**src/rtl/controller_poll_sched_if.sv**
```systemverilog
// Byte-stream and controller-state bundle between the SPI receiver side and the poll scheduler.
interface controller_poll_sched_if;
   logic [7:0]  byte_in;
   logic        byte_valid_in;
   logic        frame_start_in;
   logic        poll_req_out;
   logic [23:0] controller_out;
   logic        update_out;
   logic        connected_out;
   logic [2:0]  miss_count_out;
   logic        busy_out;

   modport master (
      output byte_in, byte_valid_in, frame_start_in,
      input  poll_req_out, controller_out, update_out, connected_out, miss_count_out, busy_out
   );

   modport slave (
      input  byte_in, byte_valid_in, frame_start_in,
      output poll_req_out, controller_out, update_out, connected_out, miss_count_out, busy_out
   );
endinterface

```
**src/rtl/controller_poll_sched.sv**
```systemverilog
// Polls the controller chip, assembles start/button/joystick bytes into a frame and commits it atomically.
// Optional macro CTRL_CHECKSUM_EN appends a CHECK state validating an XOR checksum byte.
module controller_poll_sched #(
   parameter int unsigned POLL_PERIOD = 100000,
   parameter int unsigned TIMEOUT     = 20000,
   parameter int unsigned MAX_MISSES  = 3,
   parameter int unsigned START_CHAR  = 83
) (
   input logic                    clk_in,
   input logic                    rst_n_in,
   controller_poll_sched_if.slave bus
);
   localparam int unsigned PCW = (POLL_PERIOD > 1) ? $clog2(POLL_PERIOD) : 1;
   localparam int unsigned TCW = (TIMEOUT > 0) ? $clog2(TIMEOUT + 1) : 1;
   localparam logic [23:0] NEUTRAL = 24'h80_80_00;

   typedef enum logic [2:0] {
      IDLE,
      WAIT_START,
      BUTTONS,
      JOY_Y,
      JOY_X
`ifdef CTRL_CHECKSUM_EN
      , CHECK
`endif
   } state_t;

   state_t         state_q, state_d;
   logic [PCW-1:0] poll_cnt_q, poll_cnt_d;
   logic [TCW-1:0] to_cnt_q, to_cnt_d;
   logic           pending_q, pending_d;
   logic [2:0]     idx_q, idx_d;
   logic [7:0]     btn_q, btn_d;
   logic [7:0]     y_q, y_d;
`ifdef CTRL_CHECKSUM_EN
   logic [7:0]     x_q, x_d;
   logic [7:0]     chk_q, chk_d;
`endif
   logic           poll_req_q, poll_req_d;
   logic [23:0]    ctrl_q, ctrl_d;
   logic           upd_q, upd_d;
   logic           conn_q, conn_d;
   logic [2:0]     miss_q, miss_d;
   logic           busy_q, busy_d;

   logic           tick, timeout, commit, miss, chk_bad;
   logic [23:0]    commit_val;
   logic [2:0]     miss_inc;

   assign bus.poll_req_out   = poll_req_q;
   assign bus.controller_out = ctrl_q;
   assign bus.update_out     = upd_q;
   assign bus.connected_out  = conn_q;
   assign bus.miss_count_out = miss_q;
   assign bus.busy_out       = busy_q;

   always_ff @(posedge clk_in or negedge rst_n_in) begin
      if (!rst_n_in) begin
         state_q    <= IDLE;
         poll_cnt_q <= '0;
         to_cnt_q   <= '0;
         pending_q  <= 1'b0;
         idx_q      <= '0;
         btn_q      <= '0;
         y_q        <= '0;
`ifdef CTRL_CHECKSUM_EN
         x_q        <= '0;
         chk_q      <= '0;
`endif
         poll_req_q <= 1'b0;
         ctrl_q     <= NEUTRAL;
         upd_q      <= 1'b0;
         conn_q     <= 1'b0;
         miss_q     <= '0;
         busy_q     <= 1'b0;
      end else begin
         state_q    <= state_d;
         poll_cnt_q <= poll_cnt_d;
         to_cnt_q   <= to_cnt_d;
         pending_q  <= pending_d;
         idx_q      <= idx_d;
         btn_q      <= btn_d;
         y_q        <= y_d;
`ifdef CTRL_CHECKSUM_EN
         x_q        <= x_d;
         chk_q      <= chk_d;
`endif
         poll_req_q <= poll_req_d;
         ctrl_q     <= ctrl_d;
         upd_q      <= upd_d;
         conn_q     <= conn_d;
         miss_q     <= miss_d;
         busy_q     <= busy_d;
      end
   end

   always_comb begin
      state_d    = state_q;
      idx_d      = idx_q;
      btn_d      = btn_q;
      y_d        = y_q;
`ifdef CTRL_CHECKSUM_EN
      x_d        = x_q;
      chk_d      = chk_q;
`endif
      poll_req_d = poll_req_q;
      ctrl_d     = ctrl_q;
      upd_d      = 1'b0;
      conn_d     = conn_q;
      miss_d     = miss_q;
      commit     = 1'b0;
      chk_bad    = 1'b0;
      commit_val = ctrl_q;

      tick       = (poll_cnt_q == PCW'(POLL_PERIOD - 1));
      poll_cnt_d = tick ? '0 : poll_cnt_q + PCW'(1);
      pending_d  = pending_q | tick | bus.frame_start_in;
      timeout    = (state_q != IDLE) && (to_cnt_q == TCW'(TIMEOUT));
      to_cnt_d   = (state_q == IDLE) ? to_cnt_q : to_cnt_q + TCW'(1);
      miss_inc   = (miss_q == 3'd7) ? 3'd7 : miss_q + 3'd1;

      unique case (state_q)
         IDLE: begin
            if (pending_q) begin
               state_d    = WAIT_START;
               pending_d  = tick | bus.frame_start_in;
               poll_req_d = 1'b1;
               to_cnt_d   = '0;
            end
         end
         WAIT_START: begin
            if (bus.byte_valid_in && (bus.byte_in == 8'(START_CHAR))) begin
               state_d    = BUTTONS;
               idx_d      = '0;
               btn_d      = '0;
               poll_req_d = 1'b0;
`ifdef CTRL_CHECKSUM_EN
               chk_d      = '0;
`endif
            end
         end
         BUTTONS: begin
            if (bus.byte_valid_in) begin
               btn_d = {btn_q[6:0], bus.byte_in[0]};
               idx_d = idx_q + 3'd1;
`ifdef CTRL_CHECKSUM_EN
               chk_d = chk_q ^ bus.byte_in;
`endif
               if (idx_q == 3'd7) state_d = JOY_Y;
            end
         end
         JOY_Y: begin
            if (bus.byte_valid_in) begin
               y_d     = bus.byte_in;
               state_d = JOY_X;
`ifdef CTRL_CHECKSUM_EN
               chk_d   = chk_q ^ bus.byte_in;
`endif
            end
         end
         JOY_X: begin
            if (bus.byte_valid_in) begin
`ifdef CTRL_CHECKSUM_EN
               x_d     = bus.byte_in;
               chk_d   = chk_q ^ bus.byte_in;
               state_d = CHECK;
`else
               commit     = 1'b1;
               commit_val = {bus.byte_in, y_q, btn_q};
`endif
            end
         end
`ifdef CTRL_CHECKSUM_EN
         CHECK: begin
            if (bus.byte_valid_in) begin
               commit     = (bus.byte_in == chk_q);
               chk_bad    = (bus.byte_in != chk_q);
               commit_val = {x_q, y_q, btn_q};
            end
         end
`endif
         default: state_d = IDLE;
      endcase

      // A final byte landing on the timeout edge still commits
      miss = !commit && (timeout || chk_bad);

      if (commit) begin
         state_d = IDLE;
         ctrl_d  = commit_val;
         upd_d   = 1'b1;
         conn_d  = 1'b1;
         miss_d  = '0;
      end else if (miss) begin
         state_d    = IDLE;
         poll_req_d = 1'b0;
         miss_d     = miss_inc;
         if (conn_q && (miss_inc == 3'(MAX_MISSES))) begin
            conn_d = 1'b0;
            ctrl_d = NEUTRAL;
            upd_d  = 1'b1;
         end
      end

      busy_d = (state_d != IDLE);
   end
endmodule

```
**src/flat_wrapper.sv**
```systemverilog
// flat-port wrapper written by rule: the top's interface ports become plain ports
module controller_poll_sched_flat 
#(
   parameter int unsigned POLL_PERIOD = 100000,
   parameter int unsigned TIMEOUT     = 20000,
   parameter int unsigned MAX_MISSES  = 3,
   parameter int unsigned START_CHAR  = 83
)
  (clk_in, rst_n_in, bus_byte_in, bus_byte_valid_in, bus_frame_start_in, bus_poll_req_out, bus_controller_out, bus_update_out, bus_connected_out, bus_miss_count_out, bus_busy_out);
  controller_poll_sched_if bus_i ();
  input logic clk_in;
  input logic rst_n_in;
  input wire logic [$bits(bus_i.byte_in)-1:0] bus_byte_in;
  input wire logic [$bits(bus_i.byte_valid_in)-1:0] bus_byte_valid_in;
  input wire logic [$bits(bus_i.frame_start_in)-1:0] bus_frame_start_in;
  output wire logic [$bits(bus_i.poll_req_out)-1:0] bus_poll_req_out;
  output wire logic [$bits(bus_i.controller_out)-1:0] bus_controller_out;
  output wire logic [$bits(bus_i.update_out)-1:0] bus_update_out;
  output wire logic [$bits(bus_i.connected_out)-1:0] bus_connected_out;
  output wire logic [$bits(bus_i.miss_count_out)-1:0] bus_miss_count_out;
  output wire logic [$bits(bus_i.busy_out)-1:0] bus_busy_out;
  assign bus_i.byte_in = bus_byte_in;
  assign bus_i.byte_valid_in = bus_byte_valid_in;
  assign bus_i.frame_start_in = bus_frame_start_in;
  assign bus_poll_req_out = bus_i.poll_req_out;
  assign bus_controller_out = bus_i.controller_out;
  assign bus_update_out = bus_i.update_out;
  assign bus_connected_out = bus_i.connected_out;
  assign bus_miss_count_out = bus_i.miss_count_out;
  assign bus_busy_out = bus_i.busy_out;
  controller_poll_sched #(.POLL_PERIOD(POLL_PERIOD), .TIMEOUT(TIMEOUT), .MAX_MISSES(MAX_MISSES), .START_CHAR(START_CHAR)) u_core (.clk_in(clk_in), .rst_n_in(rst_n_in), .bus(bus_i));
endmodule
```
**config.mk**
```make
export PLATFORM = sky130hd
export DESIGN_NAME = controller_poll_sched_flat
export DESIGN_NICKNAME = d
export VERILOG_FILES = /design/src/rtl/controller_poll_sched_if.sv /design/src/rtl/controller_poll_sched.sv /design/src/flat_wrapper.sv
export SDC_FILE = /design/constraint.sdc
export NUM_CORES = 1
export LEC_CHECK = 0
export CAP_MARGIN = 20
export CORE_ASPECT_RATIO = 0.6
export CORE_MARGIN = 8
export CORE_UTILIZATION = 40
export DETAILED_ROUTE_END_ITERATION = 16
export PLACE_DENSITY_LB_ADDON = 0.05
export SYNTH_ARGS = -nofsm -noshare
export SYNTH_HDL_FRONTEND = slang
export SYNTH_SLANG_ARGS = --single-unit
```
**constraint.sdc**
```tcl
create_clock -name clk_in -period 2 [get_ports clk_in]
set_input_delay 0.2 -clock clk_in [delete_from_list [all_inputs] [get_ports clk_in]]
set_output_delay 0.2 -clock clk_in [all_outputs]
set_load 0.01 [all_outputs]
```
== Word level (Yosys, flattened, before mapping) ==
Cells that the tools add are included.
Storage, ports and cells
  register bits after elaboration: 86
  bits in latches: 0
  RAM bits: 0
  ROM bits: 0
  input port bits: 12
  word-level logic and storage cells: 90
  memories kept: 0
Cells by class
  add/subtract/negate cells: 4
  $mul: 0
  divide/modulo/power cells: 0
  order comparisons: 0
  eq/ne operators: 14
  shift-type cells: 0
  multiplexer cells: 41
  bitwise logic cells: 3
  reduce and logical (&&, ||, !) cells: 15
Operator list (number)
  $mux W24: 5
  $mux W15: 3
  $mux W3: 12
  $add A17 B1 Y17 const B: 1
  $eq A17 B17 Y1 const B: 1
  $mux W17: 1
  $mux W8: 2
  $pmux W8 S2: 1
  $add A15 B1 Y15 const B: 1
  $eq A15 B15 Y1 const B: 1
  $pmux W3 S5: 1
  $mux W1: 14
  $eq A3 B2 Y1 const B: 3
  $eq A3 B3 Y1 const B: 3
  $eq A8 B7 Y1 const B: 1
  $add A3 B1 Y3 const B: 2
  $ne A2 B2 Y1 const B: 3
  $pmux W3 S2: 1
  $reduce_bool A2 Y1: 3
  $reduce_bool A3 Y1: 2
  $logic_and A1 B1 Y1: 4
  $reduce_and A2 Y1: 2
  $reduce_and A4 Y1: 1
  $eq A3 B1 Y1 const B: 1
  other kinds (6): 8

== Depth between registers and ports, before layout ==
Gate-level depths: netlist of run 1.
  word-level depth: 7
  mapped depth: 8

== Least setup slack after synthesis of run 1 ==
OpenSTA, ideal clock, no wires.
  path type: reg2reg
  start: reg u_core.state_q[0]
  end: reg u_core.state_q[0]
  data arrival time: 1807 ps
  required time: 1893 ps
  path slack: 87 ps
  cell stages (with the launch flop): 9
  path buffers: 4
  clock period less this slack: 1913 ps
  cells stage by stage: dfrtp_1 buf_6 or3_1 buf_2 and3_1 buf_6 and2_0 buf_2 a2111oi_4
Between the ends
  word-level cells in the longest chain between the ends: 6
  elaborated cells on any way between the ends: 18
  those cells by class: eq/ne: 4; mux: 9; reduce/logical: 5
RTL lines
  start: declaration: RTL line controller_poll_sched.sv:28  | state_t state_q, state_d;
  start signal: assignment: RTL line controller_poll_sched.sv:77  | state_q <= state_d;
  $eq A3 B3 Y1: RTL line controller_poll_sched.sv:122  | unique case (state_q)
  $mux W1: RTL line controller_poll_sched.sv:122
  $logic_not A1 Y1: RTL line controller_poll_sched.sv:186  | miss = !commit && (timeout || chk_bad);
  $logic_and A1 B1 Y1: RTL line controller_poll_sched.sv:186
  $mux W3: RTL line controller_poll_sched.sv:194  | end else if (miss) begin
  $mux W3 (*): RTL line controller_poll_sched.sv:188  | if (commit) begin
  named net u_core.state_d[0]: RTL line controller_poll_sched.sv:28
The timed path passes the listed nets; every way through them passes the cells marked *.
A chain may end at the register's enable or synchronous reset.

== Worst setup path after layout of run 1 ==
  start: reg u_core.poll_cnt_q[11]
  end: reg u_core.poll_cnt_q[9]
Between the ends
  word-level cells in the longest chain between the ends: 2
RTL lines
  start: declaration: RTL line controller_poll_sched.sv:29  | logic [PCW-1:0] poll_cnt_q, poll_cnt_d;
  start signal: assignment: RTL line controller_poll_sched.sv:78  | poll_cnt_q <= poll_cnt_d;
  $eq A17 B17 Y1: RTL line controller_poll_sched.sv:115  | tick = (poll_cnt_q == PCW'(POLL_PERIOD - 1));
  $mux W17: RTL line controller_poll_sched.sv:116  | poll_cnt_d = tick ? '0 : poll_cnt_q + PCW'(1);
  named net u_core.poll_cnt_d[9]: RTL line controller_poll_sched.sv:29
The timed path passes the listed nets, and every way through them passes these cells.

==> run summary, run 1 <==
status -> completed
RSZ-0062 raised after global routing -> false
Seq/Total Area, Yosys -> 57.3%
Initial Util -> 41.1%
cell family with most CP delay -> simple AND/OR/NAND/NOR gates
Post-Route Skew -> 6.80 ps
number of vias per cell -> 5.15
slowest CP cell -> or4_1
Stages on worst setup path -> 5
Worst setup EP type -> flop
Mapped Area -> 3760 um2
# fillers -> 796
final period utilization -> 95.0%
drt drc -> 0
most common cell after layout, fill and taps aside -> dfrtp_1
routed via count -> 2679
Post-Syn Nets -> 333
DIE AREA -> 12900 um2
CORE AREA -> 9160 um2
worst hold path class -> input pin to async pin
crit path DAT -> 2120 ps
multi-input logic area -> 1510 um2
actual slew at the worst max-slew pin -> 484 ps
Synthesis Warnings -> 0
critical setup path kind -> flop to flop
fin nets -> 403
First-pass DRT Iterations -> 4
Syn Area/Cell -> 11.9 um2
Post-synth EDFFs -> 0
number of global-route vias before repair -> 2711
antenna diode count -> 0
predominant post-synthesis flop cell -> dfrtp_1
Root Buffer Master -> clkbuf_16
Peak VDD IR -> 417 uV
Worst R2R Path Depth -> 5
die span in y -> 91.1 um
Max Slew Vio Count -> 0
Period minus WS final -> 1900 ps
WL final -> 8.61 mm
largest net degree at the start of global routing -> 36
fmax -> 527 MHz
Crit Reg-Reg Endpoint -> u_core.poll_cnt_q[9]
Hold Fails Final Rpt -> 0
setup bufs post-CTS -> 0
clk sinks -> 86
highest-count cells in the layout ignoring fill and taps -> dfrtp_1, clkdlybuf4s50_1, a22o_1, buf_4, nand2_1
Clock Path Buffers -> 2
flop2flop setup slack -> 100 ps
total congestion overflow -> 0
crit path to -> u_core.poll_cnt_q[9]
CP Max Fanout -> 8
DP HPWL -> 6.11 mm
RR Startpoint -> u_core.poll_cnt_q[11]
global-route wire length before repair -> 14.6 mm
Worst setup startpoint -> u_core.poll_cnt_q[11]
Final setup viols -> 0
gr usage total -> 14.4%
PwrDens -> 818 nW/um2
Clock transition at path regs -> 60 ps
H-Tree Depth -> 3
total I/O pin count -> 43
max incr delay on CP -> 520 ps
WP buf/inv -> 1
worst-path cell chain -> or4_1 > or4_4 > nor4_4 > buf_6 > nor2_1
count of input and output buffers -> 42
Storage cell area -> 2150 um2
Unique masters post-synth -> 50
Initial DRC Count -> 151
WL/cell -> 16.6 um
num rows -> 27
Max Cap Viol -> 0
Non-Filler Instances -> 520
Slew HR -> 67.6%
Req. time, crit path -> 2230 ps
DIE WIDTH -> 141 um
leakage power -> 2.20 nW
worst-skew pair later-pin latency -> 330 ps
Mapped Cells -> 315
dpl cells -> 503
Min Hold Slack -> 354 ps
Startpoint Class -> flop
Async S/R FF share, synth -> 100%
Area Overhead vs Synth -> 29.3%
Final Wtd Congestion -> 0.782
Seq cells post-synth -> 86
Detail Route Antenna Nets -> 0
total power -> 3.98 mW
CTS tree -> done
Num CTS Buffers -> 9
initial antenna violation count -> 0
layout cells sized above 1 -> 17.2%
==> cell usage after synthesis, drive strengths merged (2+ instances only) <==
| master | instances | area share, % |
|---|---|---|
| nand3 | 12 | 1.6 |
| a211oi | 3 | 0.60 |
| a31oi | 2 | 0.73 |
| xnor2 | 14 | 3.3 |
| nand4b | 3 | 0.70 |
| o21ai | 6 | 0.80 |
| or4b | 3 | 0.80 |
| nor2b | 2 | 0.33 |
| and4 | 2 | 0.47 |
| clkbuf | 8 | 0.80 |
| nor3 | 6 | 0.80 |
| and3 | 5 | 0.83 |
| o31ai | 5 | 1.0 |
| dfstp | 2 | 1.4 |
| mux2i | 5 | 1.3 |
| nand2 | 27 | 2.7 |
| and3b | 2 | 0.47 |
| buf | 8 | 1.7 |
| o211ai | 3 | 0.60 |
| nor2 | 20 | 2.0 |
| nor4 | 4 | 1.2 |
| dfrtp | 84 | 56 |
| or3 | 2 | 0.33 |
| a21oi | 8 | 1.1 |
| xor2 | 2 | 0.47 |
| ha | 6 | 2.0 |
| nand2b | 3 | 0.50 |
| inv | 6 | 0.60 |
| mux2 | 9 | 2.7 |
| nor4bb | 2 | 0.53 |
| a22o | 32 | 7.5 |
| or4 | 2 | 0.50 |
| nand4 | 6 | 1.0 |
==> worst min-delay path by stage <==
| stage | from | to | slack (ps) | depth (start not counted) |
|---|---|---|---|---|
| 6_report | rst_n_in | u_core.y_q[5] | 350 | 2 |
| 5_1_grt | rst_n_in | u_core.y_q[1] | 380 | 2 |
| 4_1_cts | rst_n_in | u_core.y_q[5] | 360 | 2 |
| 3_5_place_dp | rst_n_in | u_core.bus.controller_out[22] | 180 | 1 |
| 3_3_place_gp | rst_n_in | u_core.y_q[5] | 180 | 1 |
| 2_1_floorplan | rst_n_in | u_core.btn_q[0] | -100 | 0 |
==> state kept, by name (all words and copies together) (netlist names), 3 cells and up <==
name	cells
u_core.idx_q	3
u_core.bus.miss_count_out	3
u_core.y_q	8
u_core.bus.controller_out	24
u_core.btn_q	8
u_core.to_cnt_q	15
u_core.state_q	3
u_core.poll_cnt_q	17
==> where the power goes <==
group / switching, mW / leakage (nW) / internal, mW / total, mW
logic: 0.151 / 0.917 / 0.137 / 0.287
clock network: 0.647 / 0.157 / 1.12 / 1.77
registers: 0.102 / 1.13 / 1.82 / 1.92
total: 0.900 / 2.20 / 3.08 / 3.98
==> worst register-to-register path: stages (launching register included) <==
cell and delay (ps):
dfrtp_1 370, or4_1 520, or4_4 440, nor4_4 210
buf_6 190, nor2_1 60
==> cell families (layout without fill, tap and decap cells) <==
group                      count (synthesis)  in the layout  share of synthesized area (%)
and+or+nand+nor                          105            105                           15.6
DFF                                       86             86                           57.3
AOI/OAI and AO/OA                         66             66                           14.2
buffers and inverters                     22             97                           3.13
xor gates and xnor gates                  16             16                           3.73
muxes                                     14             14                           4.03
adders and majority gates                  6              6                           2.00
==> through the flow <==
stage               setup slack, ps  setup TNS, ps  util (%)  cell area [um2]
floorplan                      86.8              0         -             3760
CTS                            62.5              0      52.9             4840
detailed placement             -245          -2820      49.3             4510
global route                   19.4              0      53.1             4860
global placement               -214          -2380      49.3             4510
finish                          101              0      53.1             4860
==> per-layer routing <==
| metal | wire length, um | global-route usage, % | part of all wire [%] | vias up |
|---|---|---|---|---|
| met5 | 0 | 0 | 0 | - |
| met4 | 99 | 4.54 | 1.2 | 0 |
| li1 | - | - | - | 1297 |
| met3 | 446 | 5.17 | 5.2 | 9 |
| met1 | 4550 | 21.0 | 53 | 1328 |
| met2 | 3510 | 19.0 | 41 | 45 |
==> area by class of cell <==
type / instances / area share, %
clock inverter: 4 / 1.44
tap: 130 / 3.35
timing repair buffer: 75 / 14.3
inverter: 6 / 0.463
multi-input combinational: 207 / 31.0
clock buffer: 12 / 5.07
sequential: 86 / 44.3
==> repair_timing <==
action / CTS / global route
setup endpoints to repair: 7 / 35
endpoints found under the hold margin: 30 / 0
hold buffers: 1 / 0
resized for setup: 1 / 4
(Power assumes the default switching activity.)
==> run 2: changes to the inputs <==
- MAX_ROUTING_LAYER: not set -> met4
==> run 2 against run 1 <==
Effect of this change: worst setup slack lost 2.5 ps; flip-flop and latch count is the same; non-clock buffer count is the same; clock-buffer cell count is the same; fmax shrank 0.13%; clock skew is essentially flat; total power is essentially flat; hold slack gained 1.5 ps; critical path type unchanged.
==> run summary, run 2 (synthesis results as in run 1) <==
fin nets -> 403 (unchanged)
Hold Fails Final Rpt -> 0 (unchanged)
global-route wire length before repair -> 14.6 mm (about the same)
post-route cell area -> 4860 um2 (unchanged)
Slew HR -> 67.5% (was 67.6%)
setup bufs post-CTS -> 0 (unchanged)
highest-count cells in the layout ignoring fill and taps -> dfrtp_1, clkdlybuf4s50_1, a22o_1, buf_4, nand2_1 (unchanged)
Worst setup EP type -> flop (unchanged)
Finished Core Util -> 53.1% (unchanged)
number of global-route vias before repair -> 2716 (was 2711)
WL/cell -> 16.6 um (about the same)
Period minus WS final -> 1900 ps (about the same)
Min Hold Slack -> 355 ps (was 354 ps)
max reg flops -> 24 (unchanged)
actual slew at the worst max-slew pin -> 486 ps (was 484 ps)
initial antenna violation count -> 0 (unchanged)
Area after DPL -> 4510 um2 (unchanged)
largest net degree at the start of global routing -> 36 (unchanged)
Initial DRC Count -> 155 (was 151)
Root Buffer Master -> clkbuf_16 (unchanged)
count of input and output buffers -> 42 (unchanged)
final period utilization -> 95.1% (was 95.0%)
worst hold path class -> input pin to async pin (unchanged)
CTS tree -> done (unchanged)
Req. time, crit path -> 2270 ps (was 2230 ps)
gr usage total -> 14.8% (was 14.4%)
Max Slew Vio Count -> 0 (unchanged)
Initial Util -> 41.1% (unchanged)
Area Overhead vs Synth -> 29.3% (unchanged)
DIE AREA -> 12900 um2 (unchanged)
number of vias per cell -> 5.16 (was 5.15)
critical setup path kind -> flop to flop (unchanged)
# fillers -> 796 (unchanged)
die span in y -> 91.1 um (unchanged)
Final setup viols -> 0 (unchanged)
worst-skew pair later-pin latency -> 330 ps (about the same)
DIE WIDTH -> 141 um (unchanged)
total congestion overflow -> 0 (unchanged)
RSZ-0062 raised after global routing -> false (unchanged)
layout cells sized above 1 -> 17.2% (unchanged)
most common cell after layout, fill and taps aside -> dfrtp_1 (unchanged)
CP Max Fanout -> 8 (unchanged)
Peak VDD IR -> 417 uV (about the same)
Detail Route Antenna Nets -> 0 (unchanged)
antenna diode count -> 0 (unchanged)
leakage power -> 2.20 nW (unchanged)
drt drc -> 0 (unchanged)
CORE AREA -> 9160 um2 (unchanged)
Post-Route Skew -> 7.19 ps (was 6.80 ps)
Num CTS Buffers -> 9 (unchanged)
Final Wtd Congestion -> 0.793 (was 0.782)
clk sinks -> 86 (unchanged)
First-pass DRT Iterations -> 4 (unchanged)
DP HPWL -> 6.11 mm (unchanged)
fmax -> 526 MHz (was 527 MHz)
crit path DAT -> 2170 ps (was 2120 ps)
Max Cap Viol -> 0 (unchanged)
status -> completed (unchanged)
Startpoint Class -> flop (unchanged)
Clock Path Buffers -> 2 (unchanged)
Clock transition at path regs -> 60 ps (about the same)
H-Tree Depth -> 3 (unchanged)
total I/O pin count -> 43 (unchanged)
routed via count -> 2684 (was 2679)
WL final -> 8.63 mm (was 8.61 mm)
PwrDens -> 818 nW/um2 (about the same)
num rows -> 27 (unchanged)
[run 2: cell counts in the layout (fill, tap and decap cells not counted)]
No cell type changed its count.
[run 2: worst paths after layout]
kind                                          startpoint                       endpoint  slack [ps]  cells past startpoint
min reg2reg                u_core.bus.controller_out[23]  u_core.bus.controller_out[23]         460                      2
max reg2reg                        u_core.poll_cnt_q[11]               u_core.pending_q         100                      5
max in group asynchronous                       rst_n_in              u_core.state_q[0]        1080                      3
min in group clk_in        u_core.bus.controller_out[23]  u_core.bus.controller_out[23]         460                      2
min                                             rst_n_in                  u_core.y_q[2]         360                      2
max                                u_core.poll_cnt_q[11]               u_core.pending_q         100                      5
[run 2: critical path: stages (launching register included)]
cell	delay, ps
dfrtp_1	370
or4_1	520
or4_4	440
nor4_4	210
buf_6	190
a211o_1	100
[run 2: repair_timing]
action,in CTS,in global routing
pin swaps,0,0
endpoints found under the setup margin,7,35
hold buffers,1,0
cloned,0,0
hold endpoints to repair,30,0
resized for setup,1,4
[run 2: where the power goes]
| group | switching (mW) | internal [mW] | total [mW] |
|---|---|---|---|
| clock network | 0.648 | 1.12 | 1.77 |
| registers | 0.102 | 1.82 | 1.92 |
| logic | 0.151 | 0.137 | 0.288 |
| total | 0.901 | 3.08 | 3.98 |
[run 2: cell type report]
type,count,area [um2],share of cell area (%)
well taps,130,163,3.35
clock buffers,12,246,5.07
flip-flops and latches,86,2150,44.3
multi-input cells,207,1510,31.0
inverters,6,22.5,0.463
repair buffers,75,697,14.3
clock inverters,4,70.1,1.44
[run 2: per-layer routing]
| layer | GRT usage (%) | up-vias | wire [um] |
|---|---|---|---|
| met2 | 18.9 | 51 | 3470 |
| met5 | - | - | 0 |
| met1 | 21.4 | 1329 | 4620 |
| li1 | - | 1296 | - |
| met3 | 4.65 | 8 | 442 |
| met4 | 4.54 | 0 | 93 |
[run 2: per-stage QoR]
step	instances	total power, mW	worst slack [ps]	TNS, ps
2_1_floorplan	315	2.09	86.8	0
3_3_place_gp	503	2.22	-214	-2380
3_5_place_dp	503	2.24	-245	-2820
4_1_cts	520	4.03	62.5	0
5_1_grt	520	4.17	19.4	0
6_report	520	3.98	98.3	0
==> RTL edit (settings of run 2) <==
Take the reset off `y_q` and load it in a clocked block of its own.
--- a/src/rtl/controller_poll_sched.sv
+++ b/src/rtl/controller_poll_sched.sv
@@ -62,7 +62,6 @@
          pending_q  <= 1'b0;
          idx_q      <= '0;
          btn_q      <= '0;
-         y_q        <= '0;
 `ifdef CTRL_CHECKSUM_EN
          x_q        <= '0;
          chk_q      <= '0;
@@ -80,7 +79,6 @@
          pending_q  <= pending_d;
          idx_q      <= idx_d;
          btn_q      <= btn_d;
-         y_q        <= y_d;
 `ifdef CTRL_CHECKSUM_EN
          x_q        <= x_d;
          chk_q      <= chk_d;
@@ -92,6 +90,10 @@
          miss_q     <= miss_d;
          busy_q     <= busy_d;
       end
+   end
+
+   always_ff @(posedge clk_in) begin
+      y_q <= y_d;
    end
 
    always_comb begin
Behaviour: no difference found for any inputs over 10 cycles, from zero or initial values and one cycle with rst_n_in low; that may be too few to reach the edited logic, so the function may still have changed.
==> RTL edit against run 2 <==
Die area decreased by 1.2%; clock skew is 0.88 ps lower; area after synthesis decreased by 1.4%; register-to-register slack got worse by 30 ps; critical endpoint is now u_core.state_q[1]; via count rose by 0.75%; total power rose by 1.0%; non-clock buffer count stayed put; worst setup slack got worse by 80 ps; cell area down 1.7%; wire length fell by 3.7%; sequential cell count stayed put; final cell count is 3.8% lower.
==> RTL edit: results (changes against run 2) <==
| Metric | Value |
|---|---|
| Distinct cells, synth | 59 (+18%) |
| Max stage delay cell, worst path | or4b_2 |
| Max-slew headroom | 73.1% (+5.5 points) |
| Routability cong. | 0.792 (-0.18%) |
| Vias in the first global route | 2684 (-1.2%) |
| Pre-CTS setup slack | -249 ps (-4.60 ps) |
| Number of DRC violations after detailed-routing iteration 0 | 139 (-10%) |
| Num CTS Buffers | 9 (unchanged) |
| Post-DP HPWL | 5870 µm (-4.0%) |
| Sequential-to-total area share from yosys stat | 59.2% (+1.9 points) |
| First-pass GRT wire length | 13800 µm (-5.5%) |
| Crit Reg-Reg Startpoint | u_core.to_cnt_q[12] |
| Via/cell ratio | 5.41 (+4.8%) |
| Clk_skew | 6.31 ps (-0.881 ps) |
| Largest net degree at the start of global routing | 30 (-17%) |
| Detailed Route WL | 8300 µm (-3.7%) |
| WP data arrival | 2210 ps (+40 ps) |
| Post-synth EDFFs | 8 (+8) |
| Synth area leaders | dfrtp_1, edfxtp_1, a22o_1, xnor2_1, nand2_1 |
| Status | finished clean |
| Post-synthesis mux area share | 0.574% (-3.5 points) |
| Async set or reset register ratio after synthesis | 90.7% (-9.3 points) |
| Global Route Usage Sum | 14.0% (-0.79 points) |
| Critical path's largest stage delay | 710 ps (+190 ps) |
| Skew-Pair Late Insertion Delay | about 340 ps |
| Nets | 397 (-1.5%) |
| Worst Hold Class | primary input to async pin |
| CP max FO | 3 (-5) |
| Commonest cells in the netlist | dfrtp_1, a22o_1, nand2_1 |
| Maximum VDD drop | 0.000408 V (-2.1%) |
| Syn Nets | 325 (-2.4%) |
| LEAKAGE | 2.07 nW (-6.2%) |
| Adder-Cell Fraction of Synth Area | 2.02% (+0.028 points) |
## RTL edit: cell types whose count changed after synthesis, sizes merged, moves of 4 or more
cell / before / now
dfrtp: 84 / 76
edfxtp: 0 / 8
mux2: 9 / 1
mux2i: 5 / 1
nand2: 27 / 23
## RTL edit: area by class of cell
cell class | count | area, µm²
Clock inverter | 7 | 78.8
Tap cell | 116 | 145
Fill cell | 798 | 4310
Inverter | 6 | 22.5
Sequential cell | 86 | 2190
Multi-Input combinational cell | 201 | 1420
Clock buffer | 9 | 225
Timing Repair Buffer | 75 | 693
## RTL edit: per-layer routing
layer / part of all wire [%] / wire length, µm / global-route usage [%]
met1: 54 / 4490 / 20.2
met2: 41 / 3390 / 18.2
met3: 4.4 / 366 / 4.22
met4: 0.73 / 61 / 4.04
met5: 0 / 0 / -
## RTL edit: worst paths after layout
check,depth (start not counted),slack [ps],to
max in group asynchronous,3,1190,u_core.poll_cnt_q[11]
hold / removal,2,270,u_core.to_cnt_q[7]
min in group clk_in,2,460,u_core.pending_q
hold reg to reg,2,460,u_core.bus.controller_out[23]
setup reg to reg,5,70,u_core.bus.controller_out[2]
setup / recovery,4,20,u_core.state_q[1]
## RTL edit: power groups by stage
stage	sequential, mW	clock (mW)	combinational, mW
global route	1.92	1.82	0.452
finish	1.91	1.71	0.402
CTS	1.91	1.76	0.403
detailed placement	1.94	0	0.399
floorplan	1.94	0	0.202
global placement	1.94	0	0.401
## RTL edit: timing repair
item                                   4_1_cts  5_1_grt
setup endpoints to repair                    0        7
hold buffers                                 1        0
gates resized for setup                      0        1
endpoints found under the hold margin       17        0
## RTL edit: logic make-up after synthesis
group | count (synthesis)
muxes | 2
buffers and inverters | 20
DFF | 86
and+or+nand+nor | 103
adders and majority gates | 6
AOI/OAI and AO/OA | 73
xor gates and xnor gates | 17
## RTL edit: worst register-to-register path, stage by stage (launching register included)
cell and delay (ps):
dfrtp_1 420, or3b_2 510, nor4_4 340, a31oi_4 140, buf_12 180, a22o_2 230
## RTL edit: stage by stage
stage	utilization (%)	instances	cell area [µm²]	total power, mW	setup TNS [ps]
final	52.6	500	4780	4.02	0
after detailed placement	49.1	483	4470	2.34	-2330
after floorplan	-	307	3710	2.14	0
after global placement	49.1	483	4470	2.34	-1430
after global routing	52.6	500	4780	4.19	0
after CTS	52.6	500	4780	4.06	0
